--- config.mk ---
export PLATFORM = sky130hd
export DESIGN_NAME = multicycle_control_unit_flat
export DESIGN_NICKNAME = d
export VERILOG_FILES = /design/src/rtl/multicycle_control_unit_if.sv /design/src/rtl/multicycle_control_unit.sv /design/src/flat_wrapper.sv
export SDC_FILE = /design/constraint.sdc
export NUM_CORES = 1
export LEC_CHECK = 0
export BUFFER_PORTS_ARGS = -buffer_cell sky130_fd_sc_hd__buf_2
export CAP_MARGIN = 30
export CORE_MARGIN = 2
export CORE_UTILIZATION = 44
export CTS_BUF_LIST = sky130_fd_sc_hd__clkbuf_16
export DETAILED_ROUTE_END_ITERATION = 8
export HOLD_SLACK_MARGIN = 0.12
export PLACE_DENSITY = 0.74
export SLEW_MARGIN = 20
export SYNTH_ARGS = -nofsm -noshare
export SYNTH_HDL_FRONTEND = slang
export SYNTH_SLANG_ARGS = --single-unit
--- constraint.sdc ---
create_clock -name clk -period 4.89 [get_ports clk]
set_input_delay 0.978 -clock clk [delete_from_list [all_inputs] [get_ports clk]]
set_output_delay 0.978 -clock clk [all_outputs]
set_load 0.05 [all_outputs]
--- src/rtl/multicycle_control_unit_if.sv ---
// multicycle_control_unit_if: control/status bundle between the multicycle FSM and its datapath
interface multicycle_control_unit_if #(
    parameter int RET_W = 32
);
    logic [31:0]      inst;
    logic             mem_ready;
    logic [1:0]       orig_pc;
    logic [1:0]       alu_op;
    logic [1:0]       orig_aula;
    logic [1:0]       orig_bula;
    logic [1:0]       mem_to_reg;
    logic             reg_write;
    logic             write_pc;
    logic             write_pc_cond;
    logic             write_ir;
    logic             iord;
    logic             mem_read;
    logic             mem_write;
    logic             mem_err;
    logic [3:0]       state;
    logic [RET_W-1:0] retired;

    modport master (
        input  inst, mem_ready,
        output orig_pc, alu_op, orig_aula, orig_bula, mem_to_reg,
        output reg_write, write_pc, write_pc_cond, write_ir, iord, mem_read, mem_write,
        output mem_err, state, retired
    );

    modport slave (
        output inst, mem_ready,
        input  orig_pc, alu_op, orig_aula, orig_bula, mem_to_reg,
        input  reg_write, write_pc, write_pc_cond, write_ir, iord, mem_read, mem_write,
        input  mem_err, state, retired
    );
endinterface

--- src/rtl/multicycle_control_unit.sv ---
// multicycle_control_unit: multicycle RISC-V control FSM with memory-ready watchdog and retire counter.
// Define ILLEGAL_TRAP_EN to make the ILLEGAL state absorbing instead of a one-cycle NOP.
module multicycle_control_unit #(
    parameter int MEM_TIMEOUT = 16,
    parameter int TO_W        = 5,
    parameter int RET_W       = 32
) (
    input  logic                       clk,
    input  logic                       rst,
    multicycle_control_unit_if.master  bus
);
    typedef enum logic [3:0] {
        FETCH    = 4'd0,
        DECODE   = 4'd1,
        MEM_ADDR = 4'd2,
        MEM_RD   = 4'd3,
        MEM_WB   = 4'd4,
        MEM_WR   = 4'd5,
        EXEC_R   = 4'd6,
        EXEC_I   = 4'd7,
        ALU_WB   = 4'd8,
        BRANCH   = 4'd9,
        JAL      = 4'd10,
        JALR     = 4'd11,
        LUI      = 4'd12,
        AUIPC    = 4'd13,
        ILLEGAL  = 4'd14
    } state_t;

    state_t           state, state_n;
    logic [TO_W-1:0]  wait_cnt;
    logic [RET_W-1:0] retired;
    logic [6:0]       opcode;
    logic             mem_err, waiting, timeout, retire, ready;

    assign opcode  = bus.inst[6:0];
    assign ready   = bus.mem_ready;
    assign waiting = state inside {FETCH, MEM_RD, MEM_WR};
    // the abort fires on the cycle the count would reach MEM_TIMEOUT; ready in that cycle still wins
    assign timeout = waiting && !ready && wait_cnt == TO_W'(MEM_TIMEOUT - 1);

    assign bus.state   = state;
    assign bus.retired = retired;
    assign bus.mem_err = mem_err;

    always_ff @(posedge clk) begin
        if (rst) begin
            state    <= FETCH;
            wait_cnt <= '0;
            retired  <= '0;
            mem_err  <= 1'b0;
        end else begin
            state    <= state_n;
            wait_cnt <= (waiting && state_n == state && !timeout) ? wait_cnt + TO_W'(1) : '0;
            retired  <= retired + RET_W'(retire);
            mem_err  <= timeout;
        end
    end

    always_comb begin
        state_n           = state;
        retire            = 1'b0;
        bus.orig_pc       = 2'b00;
        bus.alu_op        = 2'b00;
        bus.orig_aula     = 2'b00;
        bus.orig_bula     = 2'b00;
        bus.mem_to_reg    = 2'b00;
        bus.reg_write     = 1'b0;
        bus.write_pc      = 1'b0;
        bus.write_pc_cond = 1'b0;
        bus.write_ir      = 1'b0;
        bus.iord          = 1'b0;
        bus.mem_read      = 1'b0;
        bus.mem_write     = 1'b0;
        case (state)
            FETCH: begin
                bus.mem_read  = 1'b1;
                bus.orig_bula = 2'b01;
                bus.write_ir  = ready;
                bus.write_pc  = ready;
                state_n       = ready ? DECODE : FETCH;
            end
            DECODE: begin
                bus.orig_aula = 2'b10;
                bus.orig_bula = 2'b10;
                case (opcode)
                    7'b0110011:             state_n = EXEC_R;
                    7'b0010011:             state_n = EXEC_I;
                    7'b0000011, 7'b0100011: state_n = MEM_ADDR;
                    7'b1100011:             state_n = BRANCH;
                    7'b1101111:             state_n = JAL;
                    7'b1100111:             state_n = JALR;
                    7'b0110111:             state_n = LUI;
                    7'b0010111:             state_n = AUIPC;
                    default:                state_n = ILLEGAL;
                endcase
            end
            MEM_ADDR: begin
                bus.orig_aula = 2'b01;
                bus.orig_bula = 2'b10;
                state_n       = opcode[5] ? MEM_WR : MEM_RD;
            end
            MEM_RD: begin
                bus.iord     = 1'b1;
                bus.mem_read = 1'b1;
                state_n      = ready ? MEM_WB : timeout ? FETCH : MEM_RD;
            end
            MEM_WB: begin
                bus.reg_write  = 1'b1;
                bus.mem_to_reg = 2'b10;
                retire         = 1'b1;
                state_n        = FETCH;
            end
            MEM_WR: begin
                bus.iord      = 1'b1;
                bus.mem_write = 1'b1;
                retire        = ready;
                state_n       = (ready || timeout) ? FETCH : MEM_WR;
            end
            EXEC_R: begin
                bus.orig_aula = 2'b01;
                bus.alu_op    = 2'b10;
                state_n       = ALU_WB;
            end
            EXEC_I: begin
                bus.orig_aula = 2'b01;
                bus.orig_bula = 2'b10;
                bus.alu_op    = 2'b10;
                state_n       = ALU_WB;
            end
            ALU_WB, AUIPC: begin
                bus.reg_write = 1'b1;
                retire        = 1'b1;
                state_n       = FETCH;
            end
            BRANCH: begin
                bus.orig_aula     = 2'b01;
                bus.alu_op        = 2'b01;
                bus.write_pc_cond = 1'b1;
                bus.orig_pc       = 2'b01;
                retire            = 1'b1;
                state_n           = FETCH;
            end
            JAL: begin
                bus.reg_write  = 1'b1;
                bus.mem_to_reg = 2'b01;
                bus.write_pc   = 1'b1;
                bus.orig_pc    = 2'b01;
                retire         = 1'b1;
                state_n        = FETCH;
            end
            JALR: begin
                bus.orig_aula  = 2'b01;
                bus.orig_bula  = 2'b10;
                bus.reg_write  = 1'b1;
                bus.mem_to_reg = 2'b01;
                bus.write_pc   = 1'b1;
                bus.orig_pc    = 2'b10;
                retire         = 1'b1;
                state_n        = FETCH;
            end
            LUI: begin
                bus.reg_write  = 1'b1;
                bus.mem_to_reg = 2'b11;
                retire         = 1'b1;
                state_n        = FETCH;
            end
`ifdef ILLEGAL_TRAP_EN
            ILLEGAL: state_n = ILLEGAL;
`else
            ILLEGAL: begin
                retire  = 1'b1;
                state_n = FETCH;
            end
`endif
            default: state_n = FETCH;
        endcase
    end
endmodule

--- src/flat_wrapper.sv ---
// flat-port wrapper written by rule: the top's interface ports become plain ports
module multicycle_control_unit_flat 
#(
    parameter int MEM_TIMEOUT = 16,
    parameter int TO_W        = 5,
    parameter int RET_W       = 32
)
  (clk, rst, bus_inst, bus_mem_ready, bus_orig_pc, bus_alu_op, bus_orig_aula, bus_orig_bula, bus_mem_to_reg, bus_reg_write, bus_write_pc, bus_write_pc_cond, bus_write_ir, bus_iord, bus_mem_read, bus_mem_write, bus_mem_err, bus_state, bus_retired);
  multicycle_control_unit_if #(.RET_W(RET_W)) bus_i ();
  input  logic clk;
  input  logic rst;
  input wire logic [$bits(bus_i.inst)-1:0] bus_inst;
  input wire logic [$bits(bus_i.mem_ready)-1:0] bus_mem_ready;
  output wire logic [$bits(bus_i.orig_pc)-1:0] bus_orig_pc;
  output wire logic [$bits(bus_i.alu_op)-1:0] bus_alu_op;
  output wire logic [$bits(bus_i.orig_aula)-1:0] bus_orig_aula;
  output wire logic [$bits(bus_i.orig_bula)-1:0] bus_orig_bula;
  output wire logic [$bits(bus_i.mem_to_reg)-1:0] bus_mem_to_reg;
  output wire logic [$bits(bus_i.reg_write)-1:0] bus_reg_write;
  output wire logic [$bits(bus_i.write_pc)-1:0] bus_write_pc;
  output wire logic [$bits(bus_i.write_pc_cond)-1:0] bus_write_pc_cond;
  output wire logic [$bits(bus_i.write_ir)-1:0] bus_write_ir;
  output wire logic [$bits(bus_i.iord)-1:0] bus_iord;
  output wire logic [$bits(bus_i.mem_read)-1:0] bus_mem_read;
  output wire logic [$bits(bus_i.mem_write)-1:0] bus_mem_write;
  output wire logic [$bits(bus_i.mem_err)-1:0] bus_mem_err;
  output wire logic [$bits(bus_i.state)-1:0] bus_state;
  output wire logic [$bits(bus_i.retired)-1:0] bus_retired;
  assign bus_i.inst = bus_inst;
  assign bus_i.mem_ready = bus_mem_ready;
  assign bus_orig_pc = bus_i.orig_pc;
  assign bus_alu_op = bus_i.alu_op;
  assign bus_orig_aula = bus_i.orig_aula;
  assign bus_orig_bula = bus_i.orig_bula;
  assign bus_mem_to_reg = bus_i.mem_to_reg;
  assign bus_reg_write = bus_i.reg_write;
  assign bus_write_pc = bus_i.write_pc;
  assign bus_write_pc_cond = bus_i.write_pc_cond;
  assign bus_write_ir = bus_i.write_ir;
  assign bus_iord = bus_i.iord;
  assign bus_mem_read = bus_i.mem_read;
  assign bus_mem_write = bus_i.mem_write;
  assign bus_mem_err = bus_i.mem_err;
  assign bus_state = bus_i.state;
  assign bus_retired = bus_i.retired;
  multicycle_control_unit #(.MEM_TIMEOUT(MEM_TIMEOUT), .TO_W(TO_W), .RET_W(RET_W)) u_core (.clk(clk), .rst(rst), .bus(bus_i));
endmodule
==> flow_results.xml, run 1 <==
<?xml version="1.0" encoding="UTF-8"?>
<metrics>
  <group name="setup_path">
    <metric name="critical_path.max_stage_delay" unit="ns">0.66</metric>
    <metric name="critical_path.cell_chain" unit="">buf_2 &gt; o21ai_0 &gt; a21oi_1 &gt; ha_1 &gt; ha_1 &gt; nand2_1 &gt; or4_1 &gt; or4_1 &gt; a21oi_1</metric>
    <metric name="critPathRequiredTime" unit="ns">5.09</metric>
    <metric name="cp_num_buf_inv" unit="">1</metric>
    <metric name="critPathLaunchType" unit="">primary input</metric>
    <metric name="standard_cell_with_the_maximum_stage_delay_on_the_critical_path" unit="">sky130_fd_sc_hd__or4_1</metric>
    <metric name="critical_path_arrival" unit="ns">3.49</metric>
    <metric name="crit_path_end_kind" unit="">register</metric>
    <metric name="path_class" unit="">primary input to register</metric>
    <metric name="path_max_fanout" unit="">10</metric>
    <metric name="critPathTopFamily" unit="">simple AND/OR/NAND/NOR gates</metric>
  </group>
  <group name="logic_synthesis">
    <metric name="synth_seq_cells" unit="">42</metric>
    <metric name="netlist.top_cell.by_area" unit="">sky130_fd_sc_hd__dfxtp_1</metric>
    <metric name="synth_cells" unit="">288</metric>
    <metric name="post_synth_top_flop" unit="">sky130_fd_sc_hd__dfxtp_1</metric>
    <metric name="ys_async_sr_fraction" unit="">0</metric>
    <metric name="syn_area_per_cell" unit="um^2">7.989</metric>
    <metric name="synthesis.area" unit="um^2">2301</metric>
    <metric name="edff_count_synth" unit="">0</metric>
    <metric name="synthDominantCellAreaShare" unit="">0.3654</metric>
    <metric name="yosysWarnings" unit="">0</metric>
    <metric name="postSynthNetCount" unit="">327</metric>
    <metric name="yosys.cell_types.count" unit="">42</metric>
    <metric name="ys_seq_area_frac" unit="">0.3654</metric>
    <metric name="yosys.cell_count.top_type" unit="">sky130_fd_sc_hd__dfxtp_1</metric>
    <metric name="synth_top_cells_by_area" unit="">sky130_fd_sc_hd__dfxtp_1 37%, sky130_fd_sc_hd__a21oi_1 5.4%, sky130_fd_sc_hd__or4_1 4.9%</metric>
    <metric name="synth_common_cells" unit="">42 x sky130_fd_sc_hd__dfxtp_1, 29 x sky130_fd_sc_hd__nor2_1, 25 x sky130_fd_sc_hd__a21oi_1, 16 x sky130_fd_sc_hd__nand2_1, 16 x sky130_fd_sc_hd__nand3_1</metric>
  </group>
  <group name="drt">
    <metric name="drc" unit="">0</metric>
    <metric name="drt_wl_total" unit="um">5298</metric>
    <metric name="drt_pass1_iterations" unit="">4</metric>
    <metric name="num_vias" unit="">2268</metric>
    <metric name="final_antenna_net_count" unit="">0</metric>
    <metric name="route.detailed.vias_per_inst" unit="">5.505</metric>
    <metric name="post_drt_wl_per_cell" unit="um">12.86</metric>
    <metric name="drt-initial-drc-count" unit="">93</metric>
  </group>
  <group name="sta">
    <metric name="final_max_slew_viol_count" unit="">0</metric>
    <metric name="rsz0062_at_grt" unit="">false</metric>
    <metric name="post-route-period-util" unit="">0.6725</metric>
    <metric name="fin_worst_hold_slack" unit="ns">0.4755</metric>
    <metric name="post-route-worst-setup-slack" unit="ns">1.601</metric>
    <metric name="final.setup.tns" unit="ns">0</metric>
    <metric name="timing.max_slew.rel_slack" unit="">0.5126</metric>
    <metric name="worst-slew-pin-transition" unit="ns">0.7311</metric>
    <metric name="timing.fmax" unit="GHz">0.3041</metric>
    <metric name="clock_skew" unit="ns">0.005289</metric>
    <metric name="finalHoldViolCount" unit="">0</metric>
    <metric name="setup_violations" unit="">0</metric>
    <metric name="final_period_minus_worst_setup_slack" unit="ns">3.289</metric>
  </group>
  <group name="layout">
    <metric name="area_of_all_sequential_standard_cells" unit="um^2">840.8</metric>
    <metric name="postLayoutCellArea" unit="um^2">2790</metric>
    <metric name="diodes" unit="">0</metric>
    <metric name="proportion_of_layout_cells_with_a_drive_suffix_above_1" unit="">0.2222</metric>
    <metric name="multiInputGateArea" unit="um^2">1343</metric>
    <metric name="fillerInstances" unit="">485</metric>
    <metric name="finish.net_count" unit="">380</metric>
    <metric name="flow.area_growth_from_synthesis" unit="%">21.26</metric>
  </group>
  <group name="clock_tree">
    <metric name="cts.htree.levels" unit="">2</metric>
    <metric name="clk_pin_slew_worst_paths" unit="ns">0.06</metric>
    <metric name="clk_root_buf" unit="">sky130_fd_sc_hd__clkbuf_16</metric>
    <metric name="clock_sink_count" unit="">42</metric>
    <metric name="clk_lat_worst_skew" unit="ns">0.28</metric>
    <metric name="post_cts_resize_count" unit="">0</metric>
    <metric name="cts_buffer_depth" unit="">2</metric>
    <metric name="cts_tree" unit="">yes</metric>
    <metric name="cts-buffers-inserted" unit="">5</metric>
    <metric name="post_cts_buffers" unit="">0</metric>
    <metric name="ctsHoldBuffers" unit="">0</metric>
  </group>
  <group name="global_route">
    <metric name="grt-ovfl-total" unit="">0</metric>
    <metric name="vias_in_the_first_global_route" unit="">1973</metric>
    <metric name="maximum_number_of_pins_on_one_net_before_global_route_repair" unit="">41</metric>
    <metric name="wire_length_of_the_first_global_routing_pass" unit="um">8887</metric>
    <metric name="antenna_found_initial" unit="">0</metric>
    <metric name="overall_global_routing_usage" unit="">0.1793</metric>
  </group>
  <group name="place">
    <metric name="dpl-instance-area" unit="um^2">2628</metric>
    <metric name="gp_congestion" unit="">0.7958</metric>
    <metric name="portBuffers" unit="">63</metric>
    <metric name="pre_cts_slack" unit="ns">1.344</metric>
    <metric name="dpl.hpwl" unit="um">3681</metric>
  </group>
  <group name="flow_run">
    <metric name="drv_cap" unit="">0</metric>
  </group>
  <group name="floorplanning">
    <metric name="floorplan.core_area" unit="um^2">5075</metric>
    <metric name="standard_cell_row_count" unit="">26</metric>
    <metric name="vert_die_dim" unit="um">76.32</metric>
    <metric name="io_pins" unit="">89</metric>
    <metric name="initial_core_util" unit="">0.4534</metric>
    <metric name="die_w" unit="um">76.32</metric>
    <metric name="floorplan.die_area" unit="um^2">5824</metric>
  </group>
  <group name="worst_hold_path">
    <metric name="hold_path.class" unit="">register to register</metric>
  </group>
  <group name="pwr">
    <metric name="power.leakage" unit="nW">1.119</metric>
    <metric name="power_density" unit="nW/um^2">349.8</metric>
    <metric name="total_power" unit="W">0.0009760</metric>
    <metric name="max_rail_drop_vdd" unit="uV">183.4</metric>
  </group>
  <group name="status">
    <metric name="status" unit="">completed</metric>
  </group>
</metrics>
layout make-up:
type | instances | area share
repair buffers | 63 | 0.1130
clock inverters | 3 | 0.01345
flip-flops and latches | 42 | 0.3013
inverters | 11 | 0.01480
multi-input cells | 218 | 0.4812
well taps | 70 | 0.03139
clock buffers | 5 | 0.04484
stage by stage:
stage,util,cells
2_1_floorplan,-,288
3_3_place_gp,0.5178,404
3_5_place_dp,0.5178,404
4_1_cts,0.5498,412
5_1_grt,0.5498,412
6_report,0.5498,412
final timing paths:
path	start	endpoint	slack, ns	depth (start not counted)
setup / recovery	bus_mem_ready	u_core.bus.retired[30]	1.60	9
setup reg to reg	u_core.bus.state[2]	u_core.bus.retired[30]	1.67	8
hold / removal	u_core.wait_cnt[0]	u_core.wait_cnt[0]	0.48	1
hold reg to reg	u_core.wait_cnt[0]	u_core.wait_cnt[0]	0.48	1
state kept, by name, summed over array words and instances (netlist names):
signal and count:
u_core.bus.retired 32, u_core.wait_cnt 5, u_core.bus.mem_err 1, u_core.bus.state 4
cells by family after synthesis:
logic type               count (synthesis)  synth area share
multiplexers                             3           0.01468
buffers and inverters                   28           0.05111
AND/OR/NAND/NOR                        133            0.3235
flip-flops                              42            0.3654
XOR/XNOR                                17           0.06471
adder cells (fa/ha/maj)                  4           0.02175
AO/OA/AOI/OAI                           61            0.1588
power breakdown:
| part | internal [W] | total [W] | switching (W) |
|---|---|---|---|
| Combinational | 0.0000626 | 0.000238 | 0.000176 |
| Clock | 0.000237 | 0.000359 | 0.000122 |
| Sequential | 0.000353 | 0.000379 | 0.0000264 |
cells in the final DEF, fill, tap and decap left out, types with 2 or more instances in the layout:
cell type / instances
sky130_fd_sc_hd__nand3b_1: 3
sky130_fd_sc_hd__nor4_1: 5
sky130_fd_sc_hd__o21ai_0: 12
sky130_fd_sc_hd__xnor2_1: 11
sky130_fd_sc_hd__nor3_1: 9
sky130_fd_sc_hd__mux2_2: 3
sky130_fd_sc_hd__inv_1: 13
sky130_fd_sc_hd__buf_2: 63
sky130_fd_sc_hd__a21oi_1: 25
sky130_fd_sc_hd__o31ai_1: 12
sky130_fd_sc_hd__clkbuf_16: 5
sky130_fd_sc_hd__a31oi_1: 2
sky130_fd_sc_hd__nor2_1: 29
sky130_fd_sc_hd__nand3_1: 16
sky130_fd_sc_hd__and4_1: 3
sky130_fd_sc_hd__ha_1: 4
sky130_fd_sc_hd__and3_1: 4
sky130_fd_sc_hd__a211oi_1: 4
sky130_fd_sc_hd__dfxtp_1: 42
sky130_fd_sc_hd__nand2b_1: 6
sky130_fd_sc_hd__xor2_1: 6
sky130_fd_sc_hd__or3_1: 5
sky130_fd_sc_hd__nand4_1: 5
sky130_fd_sc_hd__nand2_1: 16
sky130_fd_sc_hd__nor2b_1: 9
sky130_fd_sc_hd__and2_1: 2
sky130_fd_sc_hd__or4_1: 15
layer usage:
| metal | global-route usage | wire length (um) |
|---|---|---|
| met1 | 0.2224 | 2503 |
| met2 | 0.3080 | 2461 |
| met3 | 0.04621 | 282 |
| met4 | 0.04909 | 49 |
| met5 | 0 | 0 |
(Power assumes the default switching activity.)
==> run 2: changes to the inputs <==
--- a/config.mk
+++ b/config.mk
@@ -12,7 +12,7 @@
 export CTS_BUF_LIST = sky130_fd_sc_hd__clkbuf_16
 export DETAILED_ROUTE_END_ITERATION = 8
 export HOLD_SLACK_MARGIN = 0.12
-export PLACE_DENSITY = 0.74
+export PLACE_DENSITY = 0.77
 export SLEW_MARGIN = 20
 export SYNTH_ARGS = -nofsm -noshare
 export SYNTH_HDL_FRONTEND = slang
==> constraint.sdc (replaced) <==
create_clock -name clk -period 2.8 [get_ports clk]
set_input_delay 0.56 -clock clk [delete_from_list [all_inputs] [get_ports clk]]
set_output_delay 0.56 -clock clk [all_outputs]
set_load 0.05 [all_outputs]
==> run 2 against run 1 <==
Net effect:
- register-to-register slack got worse by 1.4 ns
- clock skew fell by 0.0016 ns
- count of clock-buffer cells in the layout rose by 1
- wire length rose by 8.1%
- cell count rose by 2.2%
- sequential power rose by 67%
- flip-flop and latch count did not move
- global-route usage rose by 1.5 points
- sequential share of layout area fell by 0.81 points
- cell area rose by 3.5%
- setup slack got worse by 1.4 ns
- power rose by 75%
- largest cell class unchanged
==> flow_results.xml, run 2 (same netlist as run 1, synthesis figures left out) <==
<?xml version="1.0" encoding="UTF-8"?>
<metrics>
  <group name="status">
    <metric name="status" unit="">completed</metric>
  </group>
  <group name="layout">
    <metric name="fin_util" unit="">0.5693</metric>
    <metric name="fillerInstances" unit="">497</metric>
    <metric name="finish.net_count" unit="">390</metric>
    <metric name="max_flop_register" unit="">u_core.bus.retired</metric>
    <metric name="layout.cells.most_common" unit="">sky130_fd_sc_hd__buf_2</metric>
    <metric name="flow.area_growth_from_synthesis" unit="%">25.56</metric>
    <metric name="layout.cells.most_common_list" unit="">63 x sky130_fd_sc_hd__buf_2, 39 x sky130_fd_sc_hd__dfxtp_1, 29 x sky130_fd_sc_hd__nor2_1, 25 x sky130_fd_sc_hd__a21oi_1</metric>
    <metric name="largest_registers" unit="">u_core.bus.retired (32), u_core.wait_cnt (5), u_core.bus.state (4)</metric>
    <metric name="diodes" unit="">0</metric>
    <metric name="proportion_of_layout_cells_with_a_drive_suffix_above_1" unit="">0.2707</metric>
    <metric name="largest_reg_flops" unit="">32</metric>
  </group>
  <group name="setup_path">
    <metric name="critPathLaunchType" unit="">register</metric>
    <metric name="critPathRequiredTime" unit="ns">3.00</metric>
    <metric name="path_max_fanout" unit="">9</metric>
    <metric name="crit_path_end_kind" unit="">register</metric>
    <metric name="cp_num_buf_inv" unit="">0</metric>
    <metric name="path_class" unit="">register to register</metric>
    <metric name="critPathTopFamily" unit="">simple AND/OR/NAND/NOR gates</metric>
    <metric name="critical_path.cell_chain" unit="">nand2_1 &gt; o21ai_0 &gt; a21oi_1 &gt; ha_2 &gt; ha_2 &gt; nand2_1 &gt; or4_4 &gt; or4_1 &gt; a21oi_1</metric>
    <metric name="standard_cell_with_the_maximum_stage_delay_on_the_critical_path" unit="">sky130_fd_sc_hd__or4_4</metric>
    <metric name="critical_path.max_stage_delay" unit="ns">0.57</metric>
    <metric name="critical_path_arrival" unit="ns">2.75</metric>
  </group>
  <group name="place">
    <metric name="dpl.hpwl" unit="um">4059</metric>
    <metric name="gp_congestion" unit="">0.8946</metric>
    <metric name="portBuffers" unit="">63</metric>
  </group>
  <group name="global_route">
    <metric name="overall_global_routing_usage" unit="">0.1944</metric>
    <metric name="antenna_found_initial" unit="">0</metric>
    <metric name="vias_in_the_first_global_route" unit="">2137</metric>
    <metric name="maximum_number_of_pins_on_one_net_before_global_route_repair" unit="">28</metric>
    <metric name="wire_length_of_the_first_global_routing_pass" unit="um">9570</metric>
    <metric name="grt-ovfl-total" unit="">0</metric>
  </group>
  <group name="pwr">
    <metric name="total_power" unit="W">0.001706</metric>
    <metric name="comb_power_share" unit="">0.281</metric>
    <metric name="share_of_total_power_in_sequential_cells" unit="">0.371</metric>
    <metric name="p_sw_frac" unit="">0.3438</metric>
    <metric name="power_density" unit="nW/um^2">590.7</metric>
    <metric name="max_rail_drop_vdd" unit="uV">278.8</metric>
    <metric name="portion_of_total_power_attributed_to_the_clock_network" unit="">0.348</metric>
    <metric name="power.leakage" unit="nW">1.163</metric>
    <metric name="power_switching" unit="W">0.0005867</metric>
    <metric name="internal_power" unit="W">0.001120</metric>
  </group>
  <group name="clock_tree">
    <metric name="post_cts_buffers" unit="">0</metric>
    <metric name="clock_sink_count" unit="">42</metric>
    <metric name="clk_lat_worst_skew" unit="ns">0.28</metric>
    <metric name="post_cts_resize_count" unit="">0</metric>
    <metric name="clk_root_buf" unit="">sky130_fd_sc_hd__clkbuf_16</metric>
    <metric name="cts_tree" unit="">yes</metric>
    <metric name="cts_buffer_depth" unit="">2</metric>
    <metric name="clk_pin_slew_worst_paths" unit="ns">0.06</metric>
    <metric name="cts.htree.levels" unit="">2</metric>
    <metric name="ctsHoldBuffers" unit="">0</metric>
    <metric name="cts-buffers-inserted" unit="">5</metric>
  </group>
  <group name="drt">
    <metric name="drt-initial-drc-count" unit="">158</metric>
    <metric name="final_antenna_net_count" unit="">0</metric>
    <metric name="drc" unit="">0</metric>
    <metric name="post_drt_wl_per_cell" unit="um">13.60</metric>
    <metric name="drt_pass1_iterations" unit="">4</metric>
    <metric name="drt_wl_total" unit="um">5726</metric>
    <metric name="route.detailed.vias_per_inst" unit="">5.492</metric>
    <metric name="num_vias" unit="">2312</metric>
  </group>
  <group name="floorplanning">
    <metric name="die_w" unit="um">76.32</metric>
    <metric name="floorplan.core_area" unit="um^2">5075</metric>
    <metric name="standard_cell_row_count" unit="">26</metric>
    <metric name="initial_core_util" unit="">0.4534</metric>
    <metric name="vert_die_dim" unit="um">76.32</metric>
    <metric name="floorplan.die_area" unit="um^2">5824</metric>
    <metric name="io_pins" unit="">89</metric>
  </group>
  <group name="sta">
    <metric name="timing.fmax" unit="GHz">0.3923</metric>
    <metric name="worst-slew-pin-transition" unit="ns">0.5305</metric>
    <metric name="post-route-period-util" unit="">0.9105</metric>
    <metric name="timing.max_slew.rel_slack" unit="">0.6463</metric>
    <metric name="final_max_slew_viol_count" unit="">0</metric>
    <metric name="final_period_minus_worst_setup_slack" unit="ns">2.549</metric>
    <metric name="clock_skew" unit="ns">0.003692</metric>
    <metric name="final.setup.tns" unit="ns">0</metric>
    <metric name="setup_violations" unit="">0</metric>
    <metric name="finalHoldViolCount" unit="">0</metric>
    <metric name="rsz0062_at_grt" unit="">false</metric>
  </group>
  <group name="worst_hold_path">
    <metric name="hold_path.class" unit="">register to register</metric>
  </group>
  <group name="flow_run">
    <metric name="drv_cap" unit="">0</metric>
  </group>
</metrics>
-- run 2: cell types whose count changed in the layout (fill, tap and decap cells not counted), moves of 2 or more --
cell,delta
sky130_fd_sc_hd__dfxtp_2,+2
sky130_fd_sc_hd__buf_4,+10
sky130_fd_sc_hd__ha_1,-2
sky130_fd_sc_hd__dfxtp_1,-3
sky130_fd_sc_hd__inv_1,-2
sky130_fd_sc_hd__ha_2,+2
-- run 2: worst reg2reg max path, stage by stage (launching register included) --
cell                      delay (ns)
sky130_fd_sc_hd__dfxtp_2        0.37
sky130_fd_sc_hd__nand2_1        0.07
sky130_fd_sc_hd__o21ai_0        0.11
sky130_fd_sc_hd__a21oi_1        0.19
sky130_fd_sc_hd__ha_2           0.26
sky130_fd_sc_hd__ha_2           0.19
sky130_fd_sc_hd__nand2_1        0.07
sky130_fd_sc_hd__or4_4          0.57
sky130_fd_sc_hd__or4_1          0.49
sky130_fd_sc_hd__a21oi_1        0.16
-- run 2: path summary, 6_finish.rpt --
path / start / endpoint / cells after the start / slack (ns)
max reg2reg: u_core.bus.state[1] / u_core.bus.retired[30] / 9 / 0.25
min: u_core.wait_cnt[0] / u_core.wait_cnt[0] / 1 / 0.46
min reg2reg: u_core.wait_cnt[0] / u_core.wait_cnt[0] / 1 / 0.46
max: u_core.bus.state[1] / u_core.bus.retired[30] / 9 / 0.25
-- run 2: metrics by stage --
step / hold WS (ns) / instances / area, um^2 / setup slack (ns)
6_report: 0.4569 / 421 / 2889 / 0.2507
5_1_grt: 0.4909 / 421 / 2889 / 0.04550
4_1_cts: 0.4579 / 421 / 2889 / 0.2306
3_5_place_dp: 0.4484 / 414 / 2735 / 0.02395
3_3_place_gp: 0.4400 / 414 / 2735 / 0.09167
2_1_floorplan: 0.4219 / 288 / 2342 / -0.1226
-- run 2: layer usage --
layer / vias to the layer above / part of all wire / track usage
met5: - / 0 / 0
met2: 74 / 0.48 / 0.3274
li1: 1172 / - / -
met3: 2 / 0.060 / 0.03555
met1: 1064 / 0.45 / 0.2539
met4: 0 / 0.0028 / 0.05818
-- run 2: power by group through the flow --
stage	clock (W)	sequential [W]	combinational, W
floorplan	0	0.000691	0.000323
global placement	0	0.000645	0.000466
detailed placement	0	0.000647	0.000475
CTS	0.000607	0.000633	0.000478
global route	0.000628	0.000637	0.000510
finish	0.000594	0.000634	0.000479
-- run 2: cell type report --
class	count	area (um^2)	share of cell area
sequential	42	847.1	0.2932
clock buffer	6	150.1	0.05197
multi-input combinational	218	1369	0.4738
timing repair buffer	73	390.4	0.1351
tap	70	87.58	0.03032
inverter	11	41.29	0.01429
clock inverter	1	3.754	0.001299
==> run 3: changes to the inputs <==
--- a/config.mk
+++ b/config.mk
@@ -12,7 +12,7 @@
 export CTS_BUF_LIST = sky130_fd_sc_hd__clkbuf_16
 export DETAILED_ROUTE_END_ITERATION = 8
 export HOLD_SLACK_MARGIN = 0.12
-export PLACE_DENSITY = 0.77
+export PLACE_DENSITY = 0.74
 export SLEW_MARGIN = 20
 export SYNTH_ARGS = -nofsm -noshare
 export SYNTH_HDL_FRONTEND = slang
==> constraint.sdc (replaced) <==
create_clock -name clk -period 2.5 [get_ports clk]
set_input_delay 0.5 -clock clk [delete_from_list [all_inputs] [get_ports clk]]
set_output_delay 0.5 -clock clk [all_outputs]
set_load 0.05 [all_outputs]
==> run 3 against run 2 <==
Net effect:
- power is 9.9% higher
- utilization up 0.81 points
- first-iteration DRC count down 49%
- critical path depth fell by 1
- cell area increased by 1.4%
- critical endpoint is now u_core.bus.retired[27]
- highest routed layer unchanged
==> flow_results.xml, run 3 (same netlist as run 1, synthesis figures left out) <==
<?xml version="1.0" encoding="UTF-8"?>
<metrics>
  <group name="worst_hold_path">
    <metric name="hold_end" unit="">u_core.wait_cnt[0]</metric>
    <metric name="hold_path.class" unit="">register to register</metric>
    <metric name="worstHoldPathCells" unit="">1</metric>
    <metric name="holdCritStartpoint" unit="">u_core.wait_cnt[0]</metric>
  </group>
  <group name="floorplanning">
    <metric name="floorplan.core_area" unit="um^2">5075</metric>
    <metric name="standard_cell_row_count" unit="">26</metric>
    <metric name="floorplan.die_area" unit="um^2">5824</metric>
    <metric name="die_w" unit="um">76.32</metric>
    <metric name="vert_die_dim" unit="um">76.32</metric>
    <metric name="initial_core_util" unit="">0.4534</metric>
    <metric name="io_pins" unit="">89</metric>
  </group>
  <group name="global_route">
    <metric name="overall_global_routing_usage" unit="">0.2109</metric>
    <metric name="grt-ovfl-total" unit="">0</metric>
    <metric name="vias_in_the_first_global_route" unit="">2305</metric>
    <metric name="wire_length_of_the_first_global_routing_pass" unit="um">10270</metric>
    <metric name="maximum_number_of_pins_on_one_net_before_global_route_repair" unit="">28</metric>
    <metric name="antenna_found_initial" unit="">0</metric>
  </group>
  <group name="pwr">
    <metric name="power.leakage" unit="nW">1.178</metric>
    <metric name="power_density" unit="nW/um^2">640.1</metric>
    <metric name="power_switching" unit="W">0.0006723</metric>
    <metric name="share_of_total_power_in_sequential_cells" unit="">0.382</metric>
    <metric name="internal_power" unit="W">0.001203</metric>
    <metric name="portion_of_total_power_attributed_to_the_clock_network" unit="">0.328</metric>
    <metric name="total_power" unit="W">0.001876</metric>
    <metric name="max_rail_drop_vdd" unit="uV">408.4</metric>
    <metric name="p_sw_frac" unit="">0.3585</metric>
    <metric name="comb_power_share" unit="">0.290</metric>
  </group>
  <group name="sta">
    <metric name="rsz0062_at_grt" unit="">false</metric>
    <metric name="clock_skew" unit="ns">0.005935</metric>
    <metric name="timing.max_slew.rel_slack" unit="">0.6583</metric>
    <metric name="final.setup.tns" unit="ns">0</metric>
    <metric name="final_max_slew_viol_count" unit="">0</metric>
    <metric name="worst-slew-pin-transition" unit="ns">0.5125</metric>
    <metric name="setup_violations" unit="">0</metric>
    <metric name="finalHoldViolCount" unit="">0</metric>
    <metric name="final_period_minus_worst_setup_slack" unit="ns">2.334</metric>
    <metric name="post-route-period-util" unit="">0.9337</metric>
    <metric name="timing.fmax" unit="GHz">0.4284</metric>
    <metric name="post-route-worst-setup-slack" unit="ns">0.1658</metric>
  </group>
  <group name="setup_path">
    <metric name="r2r_setup_slack" unit="ns">0.17</metric>
    <metric name="critical_path.max_stage_delay" unit="ns">0.62</metric>
    <metric name="path_class" unit="">register to register</metric>
    <metric name="cp_num_buf_inv" unit="">1</metric>
    <metric name="critical_path.cell_chain" unit="">inv_2 &gt; a21oi_2 &gt; a21oi_1 &gt; ha_2 &gt; nand3_2 &gt; or4_1 &gt; or4_1 &gt; a21oi_1</metric>
    <metric name="reg2reg_to" unit="">u_core.bus.retired[27]</metric>
    <metric name="critPathTopFamily" unit="">simple AND/OR/NAND/NOR gates</metric>
    <metric name="critical_path_arrival" unit="ns">2.54</metric>
    <metric name="worst_r2r_path_depth" unit="">8</metric>
    <metric name="reg2reg_start" unit="">u_core.bus.state[1]</metric>
    <metric name="path_max_fanout" unit="">10</metric>
    <metric name="critPathRequiredTime" unit="ns">2.71</metric>
    <metric name="crit_path_end_kind" unit="">register</metric>
    <metric name="standard_cell_with_the_maximum_stage_delay_on_the_critical_path" unit="">sky130_fd_sc_hd__or4_1</metric>
    <metric name="critPathLaunchType" unit="">register</metric>
  </group>
  <group name="layout">
    <metric name="layout.cells.most_common" unit="">sky130_fd_sc_hd__buf_2</metric>
    <metric name="proportion_of_layout_cells_with_a_drive_suffix_above_1" unit="">0.2910</metric>
    <metric name="flow.area_growth_from_synthesis" unit="%">27.35</metric>
    <metric name="layout.cells.most_common_list" unit="">63 x sky130_fd_sc_hd__buf_2, 39 x sky130_fd_sc_hd__dfxtp_1, 28 x sky130_fd_sc_hd__nor2_1, 24 x sky130_fd_sc_hd__a21oi_1</metric>
    <metric name="largest_reg_flops" unit="">32</metric>
    <metric name="fin_util" unit="">0.5774</metric>
    <metric name="diodes" unit="">0</metric>
    <metric name="largest_registers" unit="">u_core.bus.retired (32), u_core.wait_cnt (5), u_core.bus.state (4)</metric>
    <metric name="finish.net_count" unit="">392</metric>
    <metric name="max_flop_register" unit="">u_core.bus.retired</metric>
  </group>
  <group name="place">
    <metric name="pre_cts_slack" unit="ns">0.008235</metric>
    <metric name="portBuffers" unit="">63</metric>
    <metric name="dpl.hpwl" unit="um">4143</metric>
    <metric name="gp_congestion" unit="">0.8203</metric>
  </group>
  <group name="status">
    <metric name="status" unit="">completed</metric>
  </group>
  <group name="flow_run">
    <metric name="drv_cap" unit="">0</metric>
  </group>
  <group name="drt">
    <metric name="drt_wl_total" unit="um">5797</metric>
    <metric name="num_vias" unit="">2337</metric>
    <metric name="drc" unit="">0</metric>
    <metric name="final_antenna_net_count" unit="">0</metric>
    <metric name="drt-initial-drc-count" unit="">80</metric>
    <metric name="post_drt_wl_per_cell" unit="um">13.67</metric>
    <metric name="route.detailed.vias_per_inst" unit="">5.512</metric>
    <metric name="drt_pass1_iterations" unit="">4</metric>
  </group>
  <group name="clock_tree">
    <metric name="cts_buffer_depth" unit="">2</metric>
    <metric name="post_cts_resize_count" unit="">0</metric>
    <metric name="clock_sink_count" unit="">42</metric>
    <metric name="post_cts_buffers" unit="">0</metric>
    <metric name="cts.htree.levels" unit="">2</metric>
    <metric name="cts-buffers-inserted" unit="">5</metric>
    <metric name="clk_lat_worst_skew" unit="ns">0.28</metric>
    <metric name="ctsHoldBuffers" unit="">0</metric>
    <metric name="clk_root_buf" unit="">sky130_fd_sc_hd__clkbuf_16</metric>
    <metric name="cts_tree" unit="">yes</metric>
    <metric name="clk_pin_slew_worst_paths" unit="ns">0.06</metric>
  </group>
</metrics>
run 3: cell types whose count changed in the layout (fill, tap and decap cells not counted), sizes merged:
cell	before	now
buf	73	75
inv	11	12
clkbuf	6	5
clkinv	1	2
run 3: per-layer routing:
layer | share of wire | vias to the layer above | GRT usage
met5 | 0 | - | 0
met4 | 0.016 | 0 | 0.07818
met3 | 0.046 | 8 | 0.04739
met2 | 0.50 | 49 | 0.3761
met1 | 0.44 | 1112 | 0.2463
li1 | - | 1168 | -
run 3: cell type report:
cell class	count	area, um^2
clock inverters	3	12.51
multi-input cells	218	1406
repair buffers	75	405.4
fillers	494	2145
clock buffers	5	125.1
inverters	11	41.29
flip-flops and latches	42	852.1
well taps	70	87.58
run 3: power by group through the flow:
| stage | clock network [W] | logic [W] | registers [W] |
|---|---|---|---|
| after CTS | 0.000625 | 0.000545 | 0.000716 |
| final | 0.000616 | 0.000544 | 0.000716 |
| after detailed placement | 0 | 0.000541 | 0.000732 |
| after global routing | 0.000655 | 0.000585 | 0.000720 |
| after global placement | 0 | 0.000532 | 0.000729 |
| after floorplan | 0 | 0.000392 | 0.000776 |
run 3: worst max path at each step:
| stage | start | endpoint | slack, ns | cells after the start |
|---|---|---|---|---|
| floorplan | u_core.bus.state[2] | bus_orig_bula[1] | -0.03 | 5 |
| global placement | bus_mem_ready | u_core.bus.retired[28] | 0.05 | 9 |
| detailed placement | bus_mem_ready | u_core.bus.retired[27] | 0.008 | 8 |
| CTS | u_core.bus.state[1] | u_core.bus.retired[27] | 0.14 | 8 |
| global route | u_core.bus.state[1] | u_core.bus.retired[28] | 0.009 | 9 |
| finish | u_core.bus.state[1] | u_core.bus.retired[27] | 0.17 | 8 |
run 3: metrics by stage:
stage / instance area [um^2] / hold WS (ns) / instances
finish: 2930 / 0.4595 / 424
global route: 2930 / 0.4863 / 424
CTS: 2930 / 0.4529 / 424
detailed placement: 2793 / 0.4475 / 416
global placement: 2793 / 0.4396 / 416
floorplan: 2415 / 0.4219 / 288
